## config.mk

```make
export PLATFORM = sky130hd
export DESIGN_NAME = object_draw_engine
export DESIGN_NICKNAME = d
export VERILOG_FILES = /design/src/rtl/object_draw_engine.sv
export SDC_FILE = /design/constraint.sdc
export NUM_CORES = 1
export LEC_CHECK = 0
export CAP_MARGIN = 20
export CORE_MARGIN = 2
export CORE_UTILIZATION = 54
export CTS_BUF_LIST = sky130_fd_sc_hd__clkbuf_16
export DETAILED_ROUTE_END_ITERATION = 8
export PLACE_DENSITY = 0.83
export SLEW_MARGIN = 15
export SYNTH_ARGS = -nofsm -noshare
export SYNTH_HDL_FRONTEND = slang
export SYNTH_SLANG_ARGS = --single-unit
```

## constraint.sdc

```tcl
create_clock -name clk -period 3.05 [get_ports clk]
set_input_delay 0.61 -clock clk [delete_from_list [all_inputs] [get_ports clk]]
set_output_delay 0.61 -clock clk [all_outputs]
set_load 0.05 [all_outputs]
```

## src/rtl/object_draw_engine.sv

```systemverilog
// Rasterises one sprite/screen/erase object into VGA plots, one pixel per clock, then pulses done.
// Optional macro TRANSPARENT_EN: sprite pixels in TRANSPARENT_COLOUR are not plotted.
module object_draw_engine #(
    parameter int         SCREEN_W           = 160,
    parameter int         SCREEN_H           = 120,
    parameter int         ENEMY_W            = 8,
    parameter int         ENEMY_H            = 8,
    parameter int         PLAYER_W           = 10,
    parameter int         PLAYER_H           = 10,
    parameter logic [2:0] BG_COLOUR          = 3'b000,
    parameter logic [2:0] TRANSPARENT_COLOUR = 3'b101
) (
    input  logic        clk,
    input  logic        resetn,
    input  logic        draw_req,
    input  logic [3:0]  object_code,
    input  logic [7:0]  obj_x,
    input  logic [6:0]  obj_y,
    input  logic [2:0]  rom_data,
    output logic [3:0]  rom_sel,
    output logic [14:0] rom_addr,
    output logic [7:0]  vga_x,
    output logic [6:0]  vga_y,
    output logic [2:0]  vga_colour,
    output logic        vga_plot,
    output logic        busy,
    output logic        done
);
    typedef enum logic [2:0] {S_IDLE, S_SCAN, S_FLUSH, S_DONE, S_REL} state_t;

    localparam logic [8:0] SW9 = 9'(SCREEN_W);
    localparam logic [7:0] SH8 = 8'(SCREEN_H);
`ifdef TRANSPARENT_EN
    localparam bit TRANSP_ON = 1'b1;
`else
    localparam bit TRANSP_ON = 1'b0;
`endif

    state_t      state_q;
    logic [3:0]  sel_q;
    logic [7:0]  ox_q, w_q, col_q, vga_x_q;
    logic [6:0]  oy_q, h_q, row_q, vga_y_q;
    logic [14:0] addr_q;
    logic        vld_q, plot_q, done_q;

    logic [7:0]  w_d;
    logic [6:0]  h_d;
    logic        full_d, valid_d, last_d;
    logic [8:0]  x_d;
    logic [7:0]  y_d;
    logic [2:0]  colour_d;

    // Box size and origin override are decoded from the live code, used only at the IDLE edge.
    always_comb begin
        w_d     = 8'(ENEMY_W);
        h_d     = 7'(ENEMY_H);
        full_d  = 1'b0;
        valid_d = 1'b1;
        if (object_code == 4'd5) begin
            w_d = 8'(PLAYER_W);
            h_d = 7'(PLAYER_H);
        end else if (object_code >= 4'd6 && object_code <= 4'd8) begin
            w_d    = 8'(SCREEN_W);
            h_d    = 7'(SCREEN_H);
            full_d = 1'b1;
        end else if (object_code > 4'd8) begin
            valid_d = 1'b0;
        end
    end

    assign x_d    = {1'b0, ox_q} + {1'b0, col_q};
    assign y_d    = {1'b0, oy_q} + {1'b0, row_q};
    assign last_d = (col_q == w_q - 8'd1) && (row_q == h_q - 7'd1);

    always_ff @(posedge clk) begin
        if (!resetn) begin
            state_q <= S_IDLE;
            sel_q   <= '0;
            ox_q    <= '0;
            oy_q    <= '0;
            w_q     <= '0;
            h_q     <= '0;
            col_q   <= '0;
            row_q   <= '0;
            addr_q  <= '0;
            vga_x_q <= '0;
            vga_y_q <= '0;
            vld_q   <= 1'b0;
            plot_q  <= 1'b0;
            done_q  <= 1'b0;
        end else begin
            done_q <= 1'b0;
            case (state_q)
                S_IDLE: begin
                    vld_q  <= 1'b0;
                    plot_q <= 1'b0;
                    if (draw_req) begin
                        sel_q  <= object_code;
                        ox_q   <= full_d ? 8'd0 : obj_x;
                        oy_q   <= full_d ? 7'd0 : obj_y;
                        w_q    <= w_d;
                        h_q    <= h_d;
                        col_q  <= '0;
                        row_q  <= '0;
                        addr_q <= '0;
                        if (valid_d) begin
                            state_q <= S_SCAN;
                        end else begin
                            state_q <= S_DONE;
                            done_q  <= 1'b1;
                        end
                    end
                end
                S_SCAN: begin
                    if (!draw_req) begin
                        state_q <= S_IDLE;
                        vld_q   <= 1'b0;
                        plot_q  <= 1'b0;
                    end else begin
                        vga_x_q <= x_d[7:0];
                        vga_y_q <= y_d[6:0];
                        vld_q   <= 1'b1;
                        plot_q  <= (x_d < SW9) && (y_d < SH8);
                        // addr tracks row*W+col as a running raster index
                        if (last_d) begin
                            state_q <= S_FLUSH;
                        end else begin
                            addr_q <= addr_q + 15'd1;
                            if (col_q == w_q - 8'd1) begin
                                col_q <= '0;
                                row_q <= row_q + 7'd1;
                            end else begin
                                col_q <= col_q + 8'd1;
                            end
                        end
                    end
                end
                S_FLUSH: begin
                    vld_q  <= 1'b0;
                    plot_q <= 1'b0;
                    if (!draw_req) begin
                        state_q <= S_IDLE;
                    end else begin
                        state_q <= S_DONE;
                        done_q  <= 1'b1;
                    end
                end
                S_DONE:  state_q <= S_REL;
                S_REL:   if (!draw_req) state_q <= S_IDLE;
                default: state_q <= S_IDLE;
            endcase
        end
    end

    // ROM data lands in the same cycle as the registered coordinates, so colour is combinational.
    assign colour_d   = (sel_q == 4'd8) ? BG_COLOUR : rom_data;
    assign vga_colour = vld_q ? colour_d : 3'b000;
    assign vga_plot   = plot_q && !(TRANSP_ON && (sel_q <= 4'd5) && (colour_d == TRANSPARENT_COLOUR));
    assign vga_x      = vga_x_q;
    assign vga_y      = vga_y_q;
    assign rom_sel    = sel_q;
    assign rom_addr   = addr_q;
    assign busy       = (state_q != S_IDLE);
    assign done       = done_q;
endmodule

```

==> metrics.txt <==
outcome finished, final reports clean; sequential power share between 40% and 50%; RSZ-0062 raised after global routing no; Synth-to-Final Area Change 24.5%; Final Routed Wirelength just over 10000 um; CP endpoint kind flop; root buf cell clkbuf_16; layout cell share with drive strength beyond 1 between 6 and 7%; final worst-path cycle share between 80% and 90%; post-DR wirelength/cell 15.8 um; busiest grt layer met2; clock sink count 74; Die Area approximately 0.0084 mm^2; number of I/O pins 65; row cnt 31; Antenna diodes 0; max_cap viols 0; Vias/cell roughly 6.0; cts hold-fix bufs 0; Seq/Total Area, Yosys 35.6%; internal power 1760 uW; Post-Syn Instances just under 500; most frequent cells in the layout dfxtp_1 (74), clkdlybuf4s50_1 (64), nand2_1 (51), a21oi_1 (26), o21ai_0 (25); post-route insts no fill between 600 and 700; first-pass GRT wire length between 15000 and 20000 um; clk buf depth 2; Post-synth top flop dfxtp_1; synth unique cells 65; CTS tree yes; crit-path max cell delay 0.61 ns; H-Tree Depth 3; asr flop ratio synth 0%; TritonRoute pass-1 iters 5; Post-synth EDFFs 0; drc violations 0; Layout Nets ~590; met2 layer usage reported by global route roughly 40%; multi-input logic area 0.00249 mm^2; Critical Path RT roughly 3.3 ns; vias in the first global route around 3600; vias around 3900; Worst path slowest cell a2111oi_2; clk_lat worst skew between 0.3 and 0.4 ns; Final ANT Viol Nets 0; fillers about 560; Total GRT Usage approximately 25%; Reg area 0.00148 mm^2; largest net degree at the start of global routing 39; Inserted Clock Buffers 9; fmax between 0.3 and 0.4 GHz; Initial Utilization ~56%; Post-Syn Area 0.00416 mm^2; Critical Path Start Type flop; initial antenna violation count 0; Die Ht about 90 um; setup TNS 0 ns; Die W 91.7 um; cells along the critical path ha_1 -> and3_1 -> a2111oi_2 -> o21ai_0 -> xnor2_1 -> a211o_1 -> a31o_2; Syn Nets between 500 and 600; # port buffers between 60 and 70; DP HPWL roughly 7200 um; Period minus WS final about 2.7 ns; Hold Vio Cnt, Final 0; commonest non-fill, non-tap cell in the layout dfxtp_1; core outline area ~0.0074 mm^2; Global Route met3 Usage 5.09%; Avg Cell Area, Syn around 8.5 um^2; final max-slew violation count 0; Yosys Warn Count 0; PD cells 463 mW/mm^2; Iter 0 DRT Violations around 190; clock group share of total power 42.9%; met1 GRT Util a little under a third; clock-pin slew on the worst setup and hold paths roughly 0.060 ns; critical path type reg -> reg; Final setup viols 0; Slew @ Worst Pin ~0.76 ns; Seq cells post-synth 74; sw frac approximately a quarter; maximum fanout along the worst path 8; switching pwr between 600 and 700 uW; P_leak a little under 0.002 uW; GP Congestion 0.878; Hold Path Class reg -> reg; VDD IR max 0.364 mV; total congestion overflow 0; placed insts 635; WP data arrival roughly 2.9 ns; Rel. slew slack 49.2%; Clock Skew between 0.005 and 0.006 ns; Comb pwr share between 10% and 20%
repair_timing:
action,in CTS,in global routing
gates resized for setup,0,1
buffers inserted,0,0
endpoints found under the hold margin,0,0
setup endpoints to repair,0,3
metrics by stage:
stage | cell area [um^2] | power [uW] | utilization (%) | setup WS, ns | hold WS [ns]
6_report | 5170 | 2390 | 70.2 | 0.390 | 0.463
5_1_grt | 5170 | 2470 | 70.2 | 0.183 | 0.485
4_1_cts | 5170 | 2390 | 70.1 | 0.327 | 0.468
3_5_place_dp | 4880 | 1380 | 66.3 | 0.341 | 0.459
3_3_place_gp | 4880 | 1370 | 66.3 | 0.428 | 0.452
2_1_floorplan | 4160 | 1270 | - | 0.731 | 0.450
state kept, by name, indices dropped and copies added (netlist names):
| signal | count |
|---|---|
| vga_x | 8 |
| col_q | 8 |
| h_q | 1 |
| vld_q | 1 |
| ox_q | 8 |
| state_q | 3 |
| oy_q | 7 |
| rom_sel | 4 |
| done | 1 |
| vga_plot | 1 |
| w_q | 3 |
| rom_addr | 15 |
| vga_y | 7 |
| row_q | 7 |
power groups by stage:
stage | sequential (uW) | combinational [uW] | clock (uW)
2_1_floorplan | 1070 | 194 | 0
6_report | 1030 | 333 | 1030
5_1_grt | 1040 | 361 | 1070
3_5_place_dp | 1050 | 328 | 0
4_1_cts | 1030 | 331 | 1030
3_3_place_gp | 1050 | 319 | 0
critical path: cells and delay by family (launching register included):
family	cells	cell delay, ns
and+or+nand+nor	1	0.19
AOI/OAI and AO/OA	4	1.30
DFF	1	0.52
xor gates and xnor gates	1	0.19
adders and majority gates	1	0.34
cell type report:
type | count | area share, %
Multi-Input combinational cell | 369 | 48.2
Sequential cell | 74 | 28.6
Timing Repair Buffer | 75 | 14.0
Clock buffer | 9 | 4.35
Tap cell | 99 | 2.39
Inverter | 18 | 1.31
Clock inverter | 6 | 1.14
logic make-up after synthesis:
kind of cell | synth area share [%]
compound gates | 22.7
xor+xnor | 2.92
fa+ha+maj | 6.98
buf+inv | 4.55
flops | 35.6
mux | 2.89
simple gates | 24.3
cell usage after synthesis (all sizes together), types with 9 or more instances:
cell     n  area, um^2
dfxtp   74        1480
nand2   51         191
o21ai   27         135
a21oi   26         130
clkbuf  22        82.6
ha      20         250
nor2    20        77.6
nand2b  19         119
inv     18        67.6
nand3   16        80.1
a22o    13         114
and2    12        76.3
mux2i   12         120
a21boi  11        82.6
nand4   11        68.8
nor2b   10        62.6
and3     9        56.3
nor3     9        45.0
path summary, 6_finish.rpt:
path / from / to / slack (ns) / cells past startpoint
worst max-delay path: col_q[4]$_SDFFE_PN0P_ / vga_plot$_SDFFE_PN0P_ / 0.39 / 7
worst max register to register: col_q[4]$_SDFFE_PN0P_ / vga_plot$_SDFFE_PN0P_ / 0.39 / 7
worst min-delay path: vga_x[0]$_SDFFE_PN0P_ / vga_x[0]$_SDFFE_PN0P_ / 0.46 / 2
worst min register to register: vga_x[0]$_SDFFE_PN0P_ / vga_x[0]$_SDFFE_PN0P_ / 0.46 / 2
layer usage:
| metal | vias to the layer above | wire length [um] |
|---|---|---|
| met4 | 0 | 225 |
| met3 | 20 | 520 |
| met1 | 1834 | 4610 |
| met2 | 129 | 4930 |
| li1 | 1924 | - |
| met5 | - | 0 |
(Power assumes the default switching activity.)
